$ cat config.mk
export PLATFORM = sky130hd
export DESIGN_NAME = cache_mem_arbiter
export DESIGN_NICKNAME = d
export VERILOG_FILES = /design/src/rtl/cache_mem_arbiter.sv
export SDC_FILE = /design/constraint.sdc
export NUM_CORES = 1
export LEC_CHECK = 0
export CAP_MARGIN = 20
export CORE_ASPECT_RATIO = 0.7
export CORE_UTILIZATION = 32
export DETAILED_ROUTE_END_ITERATION = 8
export PLACE_DENSITY = 0.88
export SYNTH_ARGS = -nofsm -noshare
export SYNTH_HDL_FRONTEND = slang
export SYNTH_SLANG_ARGS = --single-unit
$ cat constraint.sdc
create_clock -name clk -period 5.4 [get_ports clk]
set_clock_uncertainty 0.15 [all_clocks]
set_input_delay 1.35 -clock clk [delete_from_list [all_inputs] [get_ports clk]]
set_output_delay 1.35 -clock clk [all_outputs]
set_load 0.02 [all_outputs]
$ cat src/rtl/cache_mem_arbiter.sv
// Arbitrates the shared pipelined main memory between the I-fill and D-fill FSMs.
// Optional build macro ARB_ROUND_ROBIN_EN alternates I/D on simultaneous fill requests.
module cache_mem_arbiter #(
  parameter int ADDR_W      = 16,
  parameter int DATA_W      = 16,
  parameter int MEM_LATENCY = 4
) (
  input  logic              clk,
  input  logic              rst_n,
  input  logic              i_mem_request,
  input  logic [ADDR_W-1:0] i_mem_address,
  input  logic              i_fsm_busy,
  output logic              i_memory_stall,
  output logic [DATA_W-1:0] i_data,
  output logic              i_data_valid,
  input  logic              d_mem_request,
  input  logic [ADDR_W-1:0] d_mem_address,
  input  logic              d_fsm_busy,
  input  logic              d_wr_request,
  input  logic [ADDR_W-1:0] d_wr_address,
  input  logic [DATA_W-1:0] d_wr_data,
  output logic              d_memory_stall,
  output logic [DATA_W-1:0] d_data,
  output logic              d_data_valid,
  output logic              mem_enable,
  output logic              mem_wr,
  output logic [ADDR_W-1:0] mem_address,
  output logic [DATA_W-1:0] mem_data_in,
  input  logic [DATA_W-1:0] mem_data_out,
  input  logic              mem_data_valid
);

  typedef enum logic [2:0] {IDLE, OWN_I, OWN_D, WRITE, DRAIN} state_t;

  state_t state, next_state;

  logic [MEM_LATENCY-1:0] tag_valid;
  logic [MEM_LATENCY-1:0] tag_owner;

  logic              i_active, d_fill_active, d_active;
  logic              drain_needed, d_wins_tie;
  logic              rd_en, wr_en, rd_owner_d;
  logic              i_stall_c, d_stall_c;
  logic [ADDR_W-1:0] addr_c;
  logic [DATA_W-1:0] wdata_c;
  logic              head_i, head_d;

  assign i_active      = i_mem_request | i_fsm_busy;
  assign d_fill_active = d_mem_request | d_fsm_busy;
  assign d_active      = d_fill_active | d_wr_request;

  // The head entry is delivered this cycle, so only younger entries keep us draining
  assign drain_needed = |tag_valid[MEM_LATENCY-2:0];

`ifdef ARB_ROUND_ROBIN_EN
  logic last_d;

  always_ff @(posedge clk or negedge rst_n) begin
    if (!rst_n) begin
      last_d <= 1'b0;
    end else if (state == IDLE && next_state == OWN_I) begin
      last_d <= 1'b0;
    end else if (state == IDLE && next_state == OWN_D) begin
      last_d <= 1'b1;
    end
  end

  assign d_wins_tie = ~last_d;
`else
  assign d_wins_tie = 1'b1;
`endif

  always_ff @(posedge clk or negedge rst_n) begin
    if (!rst_n) begin
      state     <= IDLE;
      tag_valid <= '0;
      tag_owner <= '0;
    end else begin
      state     <= next_state;
      tag_valid <= {tag_valid[MEM_LATENCY-2:0], rd_en};
      tag_owner <= {tag_owner[MEM_LATENCY-2:0], rd_owner_d};
    end
  end

  always_comb begin
    next_state = state;
    rd_en      = 1'b0;
    wr_en      = 1'b0;
    rd_owner_d = 1'b0;
    i_stall_c  = 1'b0;
    d_stall_c  = 1'b0;
    addr_c     = '0;
    wdata_c    = '0;
    case (state)
      IDLE: begin
        if (d_wr_request) begin
          wr_en      = 1'b1;
          addr_c     = d_wr_address;
          wdata_c    = d_wr_data;
          i_stall_c  = i_active;
          next_state = WRITE;
        end else if (d_fill_active && (!i_active || d_wins_tie)) begin
          rd_en      = d_mem_request;
          rd_owner_d = 1'b1;
          addr_c     = d_mem_request ? d_mem_address : '0;
          i_stall_c  = i_active;
          next_state = OWN_D;
        end else if (i_active) begin
          rd_en      = i_mem_request;
          addr_c     = i_mem_request ? i_mem_address : '0;
          next_state = OWN_I;
        end
      end
      OWN_I: begin
        rd_en     = i_mem_request;
        addr_c    = i_mem_request ? i_mem_address : '0;
        d_stall_c = d_active;
        if (!i_mem_request && !i_fsm_busy) begin
          next_state = drain_needed ? DRAIN : IDLE;
        end
      end
      OWN_D: begin
        // A store cannot interleave with our own fill; it retries from IDLE
        if (d_wr_request) begin
          d_stall_c = 1'b1;
        end else begin
          rd_en      = d_mem_request;
          rd_owner_d = 1'b1;
          addr_c     = d_mem_request ? d_mem_address : '0;
        end
        i_stall_c = i_active;
        if (!d_mem_request && !d_fsm_busy) begin
          next_state = drain_needed ? DRAIN : IDLE;
        end
      end
      WRITE: begin
        i_stall_c  = i_active;
        d_stall_c  = d_active;
        next_state = drain_needed ? DRAIN : IDLE;
      end
      DRAIN: begin
        i_stall_c = i_active;
        d_stall_c = d_active;
        if (!drain_needed) begin
          next_state = IDLE;
        end
      end
      default: next_state = IDLE;
    endcase
  end

  // Gate with rst_n so outputs drop immediately, even from the combinational IDLE grant path
  assign mem_enable     = rst_n & (rd_en | wr_en);
  assign mem_wr         = rst_n & wr_en;
  assign mem_address    = rst_n ? addr_c : '0;
  assign mem_data_in    = rst_n ? wdata_c : '0;
  assign i_memory_stall = rst_n & i_stall_c;
  assign d_memory_stall = rst_n & d_stall_c;

  assign head_i       = tag_valid[MEM_LATENCY-1] & ~tag_owner[MEM_LATENCY-1];
  assign head_d       = tag_valid[MEM_LATENCY-1] &  tag_owner[MEM_LATENCY-1];
  assign i_data_valid = mem_data_valid & head_i;
  assign d_data_valid = mem_data_valid & head_d;
  assign i_data       = i_data_valid ? mem_data_out : '0;
  assign d_data       = d_data_valid ? mem_data_out : '0;

endmodule
==> results of run 1 <==
-- synthesized netlist by cell type --
cell and number:
sky130_fd_sc_hd__o221ai_1 7, sky130_fd_sc_hd__nand4bb_1 1, sky130_fd_sc_hd__a211oi_1 3, sky130_fd_sc_hd__a221oi_1 1, sky130_fd_sc_hd__o22ai_1 6, sky130_fd_sc_hd__o21bai_1 1
sky130_fd_sc_hd__a21oi_1 12, sky130_fd_sc_hd__or4b_4 1, sky130_fd_sc_hd__a21o_1 7, sky130_fd_sc_hd__buf_6 2, sky130_fd_sc_hd__clkbuf_1 12, sky130_fd_sc_hd__dfrtp_1 11
sky130_fd_sc_hd__a221oi_2 4, sky130_fd_sc_hd__buf_1 2, sky130_fd_sc_hd__and2_1 49, sky130_fd_sc_hd__o21ai_0 3, sky130_fd_sc_hd__nor3b_1 1, sky130_fd_sc_hd__nand3_1 1
sky130_fd_sc_hd__nor2b_1 1, sky130_fd_sc_hd__nor4b_2 2, sky130_fd_sc_hd__o31ai_1 1, sky130_fd_sc_hd__nor3_1 1, sky130_fd_sc_hd__inv_1 6, sky130_fd_sc_hd__nor2_8 1
sky130_fd_sc_hd__nand2_1 4, sky130_fd_sc_hd__nor4_1 1, sky130_fd_sc_hd__a222oi_1 5, sky130_fd_sc_hd__and4bb_1 1, sky130_fd_sc_hd__nand2b_1 1, sky130_fd_sc_hd__nor3_2 1
sky130_fd_sc_hd__and3_1 2, sky130_fd_sc_hd__a41o_1 1, sky130_fd_sc_hd__a311o_1 1, sky130_fd_sc_hd__nor2_1 3, sky130_fd_sc_hd__a211o_1 1, sky130_fd_sc_hd__buf_2 6
sky130_fd_sc_hd__a221o_1 4, sky130_fd_sc_hd__nor4bb_1 7, sky130_fd_sc_hd__or4bb_1 3, sky130_fd_sc_hd__a32oi_1 12
-- cells in the final DEF, fill, tap and decap left out, types with 2 or more instances in the layout --
cell type and count:
sky130_fd_sc_hd__a211oi_1 3, sky130_fd_sc_hd__a21o_1 7, sky130_fd_sc_hd__a21oi_1 12, sky130_fd_sc_hd__a221o_1 4
sky130_fd_sc_hd__a221oi_2 4, sky130_fd_sc_hd__a222oi_1 5, sky130_fd_sc_hd__a32oi_1 12, sky130_fd_sc_hd__and2_1 49
sky130_fd_sc_hd__and3_1 2, sky130_fd_sc_hd__buf_4 11, sky130_fd_sc_hd__clkbuf_8 3, sky130_fd_sc_hd__clkdlybuf4s50_1 157
sky130_fd_sc_hd__dfrtp_1 11, sky130_fd_sc_hd__inv_1 6, sky130_fd_sc_hd__nand2_1 4, sky130_fd_sc_hd__nor2_1 3
sky130_fd_sc_hd__nor4b_2 2, sky130_fd_sc_hd__nor4bb_1 7, sky130_fd_sc_hd__o21ai_0 3, sky130_fd_sc_hd__o221ai_1 7
sky130_fd_sc_hd__o22ai_1 6, sky130_fd_sc_hd__or4bb_1 3
-- flip-flops by register name, summed over array words and instances, names as in the netlist --
| name | cells |
|---|---|
| tag_owner | 4 |
| state | 3 |
| tag_valid | 4 |
-- worst max-delay path, delay by kind of cell --
| kind | cells | cell delay (ps) |
|---|---|---|
| compound gates | 2 | 380 |
| simple gates | 1 | 610 |
| buf+inv | 2 | 1270 |
-- routing by layer --
metal / global-route usage (%) / routed length, um / up-vias
li1: - / - / 1045
met1: 33.4 / 2820 / 1032
met2: 47.2 / 3400 / 132
met3: 4.28 / 585 / 12
met4: 8.47 / 130 / 0
met5: 0 / 0 / -
-- stage by stage --
stage | setup WS [ps] | instances | hold slack (ps) | instance area (sq um)
floorplan | 1330 | 189 | 181 | 1540
global placement | 326 | 390 | 182 | 3160
detailed placement | 315 | 390 | 185 | 3160
CTS | 304 | 394 | 196 | 3210
global route | 214 | 394 | 211 | 3210
finish | 289 | 394 | 193 | 3210
-- power by group --
group	total [mW]	internal (mW)	switching, mW
combinational	0.521	0.266	0.255
clock	0.0794	0.0516	0.0278
sequential	0.170	0.113	0.0577
total	0.771	0.430	0.341
-- final cells by class --
type,instances,share of cell area (%)
inverters,6,0.703
multi-input cells,150,35.6
clock buffers,4,1.41
repair buffers,168,51.6
well taps,55,2.15
flip-flops and latches,11,8.59
-- kinds of logic after synthesis --
| logic type | count (synthesis) | share of synthesized area [%] |
|---|---|---|
| flops | 11 | 17.8 |
| compound gates | 69 | 36.1 |
| buf+inv | 28 | 8.27 |
| simple gates | 81 | 37.8 |
-- worst max-delay path by stage --
stage	slack, ps	from	end
4_1_cts	300	d_fsm_busy	mem_address[2]
2_1_floorplan	1330	d_wr_request	mem_address[6]
3_5_place_dp	310	d_fsm_busy	mem_address[7]
6_report	290	d_fsm_busy	mem_address[7]
5_1_grt	210	d_mem_request	mem_address[11]
3_3_place_gp	330	d_fsm_busy	mem_address[2]
==> run metrics, run 1 <==
maximum resistive drop on vdd 127 uV; total length of routed wires 6930 um; cell chain of the critical path clkdlybuf4s50_1 > or4bb_1 > a221oi_2 > a221o_1 > clkdlybuf4s50_1; number of setup violations in the final report 0; largest cells by area after synthesis sky130_fd_sc_hd__and2_1, sky130_fd_sc_hd__dfrtp_1, sky130_fd_sc_hd__a32oi_1, sky130_fd_sc_hd__nor4bb_1, sky130_fd_sc_hd__o221ai_1; pin count of the biggest net entering global routing 27; unrepaired setup endpoints after global routing false; total chip power 0.771 mW; row count 20; number of buffers added by the clock tree synthesis step 3; Reg2Reg Launch Point state[1]; number of antenna violations at the first check in global routing 0; Syn-to-layout area delta 108%; Final period util 94.6%; # Post-CTS Setup Buffers 0; Remaining DRCs 0; CTS H-tree depth 1; die area 5110 sq um; Crit path top cell by count sky130_fd_sc_hd__clkdlybuf4s50_1; max_cap viols 0; post-route minimum period 5110 ps; Synth area leader sky130_fd_sc_hd__and2_1; register area 275 sq um; total count of max-transition violations in the final report 0; number of global-route vias before repair 2139; number of hold buffers added after CTS 0; overall die width 85.0 um; TritonCTS clock tree yes; Hold Startpoint tag_owner[2]; number of clock sinks 11; WP data required 3900 ps; global-route wire length before repair 10700 um; Total GRT Usage 26.5%; count of fill cells added during filler insertion 357; flops & latches, synth 11; worst-path cell with the longest stage delay sky130_fd_sc_hd__clkdlybuf4s50_1; IO Port Bufs 157; reg-to-reg setup timing slack 3470 ps; mean area per synthesized cell 8.16 sq um; Layout Utilization 71.6%; classification of the worst-slack hold path flop to flop; reg2reg path depth 2; post-synth top area share 19.9%; aggregate negative setup slack 0 ps; footprint of the multi-input gates 1140 sq um; nets 428; Cell Pwr Density 240 nW/um^2; f_max 196 MHz; CP Data Arrival Time 3610 ps; Iteration-0 DRC Markers 136; classification of the worst setup path primary input to output port; clock edge transition at the registers on the reported setup and hold paths 50 ps; area of the placeable core 4480 sq um; nature of the critical path endpoint output port; syn nets 277; endpoint of the worst hold-timing path tag_owner[3]; count of final hold-check violations 0; clock insertion delay at the later pin of the skew report 230 ps; cell area after synthesis 1540 sq um; buffers from clock root to sink, at most 2; Synth Warn # 0; transition time of the tightest slew-check pin 835 ps; routed wire length per instance 17.6 um; number of vias per cell 5.64; cell count after synthesis 189; First-pass DRT Iterations 4; n_diodes 0; root buffer cell sky130_fd_sc_hd__clkbuf_8; reg-to-reg critical path endpoint tag_valid[0]; run status completed; routability congestion estimate from global placement 0.818; maximum fanout encountered on the critical timing path 14; Setup crit start kind primary input; number of instances resized during post-cts repair 0; grt total ovfl 0; sequential share of the synthesized area 17.8%; Boundary Pins 158; Pleak 1.23 nW; Die Y-Extent 60.1 um; distinct cell type count of the synthesized netlist 40; relative slew slack 44.3%; CP max stage delay 660 ps; hold depth 0; count of vias placed by the detailed router 2221; initial core utilization 34.4%; count of nets left with antenna violations after detail routing 0; proportion of layout cells with a drive suffix above 1 6.78%; DPL Wire Length 5540 um
Note: power is estimated with default switching activity, not from simulation.
==> run 2, diff against run 1 <==
Settings changed: CORE_MARGIN from default to 2.
==> run 2 against run 1 <==
  * Die area is 5.8% higher
  * Critical path depth is 2 higher
  * Sequential power hardly changed
  * Clock power is 1% lower
  * Worst setup slack better by 78 ps
  * Flip-flop and latch count stayed put
  * Routed wire length is 11% lower
  * Sequential share of layout area hardly changed
  * Critical path type unchanged
  * Critical endpoint is now mem_address[12]
==> run metrics, run 2 (synthesis results as in run 1) <==
run status completed; number of vias per cell 5.57 (-1.2%); footprint of the multi-input gates 1140 sq um (unchanged); relative slew slack 44.3% (about the same); number of global-route vias before repair 1959 (-8.4%); f_max 199 MHz (+1.6%); Boundary Pins 158 (unchanged); n_diodes 0 (unchanged); DPL Wire Length 5080 um (-8.3%); initial core utilization 32.8% (-1.6 points); Setup crit start kind primary input; number of buffers added by the clock tree synthesis step 3 (unchanged); clock edge transition at the registers on the reported setup and hold paths 50 ps (about the same); TritonCTS clock tree yes; unrepaired setup endpoints after global routing false; number of hold buffers added after CTS 0 (unchanged); most frequent cells in the layout sky130_fd_sc_hd__clkdlybuf4s50_1, sky130_fd_sc_hd__and2_1, sky130_fd_sc_hd__a32oi_1, sky130_fd_sc_hd__a21oi_1, sky130_fd_sc_hd__buf_4; number of instances resized during post-cts repair 0 (unchanged); WP data required 3900 ps (about the same); number of antenna violations at the first check in global routing 0 (unchanged); Die Y-Extent 62.1 um (+3.3%); IO Port Bufs 157 (unchanged); area of the placeable core 4700 sq um (+5.0%); Remaining DRCs 0 (unchanged); worst-path cell with the longest stage delay sky130_fd_sc_hd__clkdlybuf4s50_1; final non-filler cell total 397 (+0.76%); Hold Slack 197 ps (+3.32 ps); count of final hold-check violations 0 (unchanged); aggregate negative setup slack 0 ps (unchanged); clock insertion delay at the later pin of the skew report 230 ps (about the same); count of fill cells added during filler insertion 387 (+8.4%); number of setup violations in the final report 0 (unchanged); number of clock sinks 11 (unchanged); proportion of layout cells with a drive suffix above 1 7.06% (+0.27 points); die area 5400 sq um (+5.8%); overall die width 87.0 um (+2.4%); Iteration-0 DRC Markers 154 (+13%); CP Data Arrival Time 3530 ps (-80 ps); transition time of the tightest slew-check pin 835 ps (-0.382 ps); Total GRT Usage 21.2% (-5.3 points); count of nets left with antenna violations after detail routing 0 (unchanged); # placed instances 393 (+0.77%); count of vias placed by the detailed router 2212 (-0.41%); max_cap viols 0 (unchanged); global-route wire length before repair 9110 um (-15%); nets 429 (+0.23%); most common library cell in the layout ignoring fill and taps sky130_fd_sc_hd__clkdlybuf4s50_1; nature of the critical path endpoint output port; top flop regs tag_owner x4, tag_valid x4, state x3; total length of routed wires 6150 um (-11%); CP max stage delay 650 ps (about the same); classification of the worst-slack hold path flop to flop; cell chain of the critical path clkdlybuf4s50_1 > buf_4 > nor4b_2 > buf_4 > a222oi_1 > o22ai_1 > clkdlybuf4s50_1; pin count of the biggest net entering global routing 27 (unchanged); buffers from clock root to sink, at most 2 (unchanged); routed wire length per instance 15.5 um (-12%); # Post-CTS Setup Buffers 0 (unchanged); routability congestion estimate from global placement 0.835 (+2.1%); CTS H-tree depth 1 (unchanged); grt total ovfl 0 (unchanged); Syn-to-layout area delta 108%; classification of the worst setup path primary input to output port; row count 21 (+5.0%); register area 275 sq um (unchanged); maximum fanout encountered on the critical timing path 11 (-3); post-route minimum period 5030 ps (-78.4 ps); total count of max-transition violations in the final report 0 (unchanged); Final period util 93.2% (-1.5 points); Pleak 1.24 nW (+0.39%); First-pass DRT Iterations 5 (+1); Cell Pwr Density 238 nW/um^2 (-1.0%); maximum resistive drop on vdd 113 uV (-11%); root buffer cell sky130_fd_sc_hd__clkbuf_8
[run 2: per-layer routing]
metal,vias to the layer above,share of wire (%),global-route usage [%]
li1,1044,-,-
met5,-,0,0
met2,142,49,38.2
met1,1022,39,26.1
met3,4,12,6.21
met4,0,0.54,3.57
[run 2: per-stage QoR]
step / setup WS [ps] / area (sq um) / total power, mW / util, %
after floorplan: 1330 / 1540 / 0.447 / -
after global placement: 475 / 3170 / 0.676 / 67.4
after detailed placement: 402 / 3170 / 0.685 / 67.4
after CTS: 392 / 3220 / 0.767 / 68.4
after global routing: 215 / 3220 / 0.813 / 68.4
final: 368 / 3220 / 0.765 / 68.4
[run 2: cell type report]
type	count	area share, %
flip-flops and latches	11	8.56
well taps	57	2.22
multi-input cells	150	35.4
inverters	6	0.700
repair buffers	169	51.7
clock buffers	4	1.40
[run 2: where the power goes]
group	internal, mW	leakage, nW	switching (mW)
sequential	0.113	0.141	0.0597
clock	0.0515	0.0228	0.0269
combinational	0.266	1.07	0.248
[run 2: path summary, 6_finish.rpt]
path	startpoint	endpoint	slack, ps	depth (start not counted)
hold / removal	tag_owner[1]	tag_owner[2]	200	0
min in group asynchronous	rst_n	tag_valid[1]	1320	2
setup reg to reg	state[1]	tag_valid[0]	3530	2
hold reg to reg	tag_owner[1]	tag_owner[2]	200	0
max in group asynchronous	rst_n	tag_owner[3]	3610	2
setup / recovery	i_mem_request	mem_address[12]	370	7
[run 2: critical path, delay by kind of cell]
kind                   cells  cell delay [ps]
buffers and inverters      4             1630
AO/OA/AOI/OAI              2              280
AND/OR/NAND/NOR            1              270
==> run 3, diff against run 2 <==
Settings changed: SLEW_MARGIN from default to 20.
==> results of run 3 <==
Final layout, timing and power as in run 2 (identical DEF).
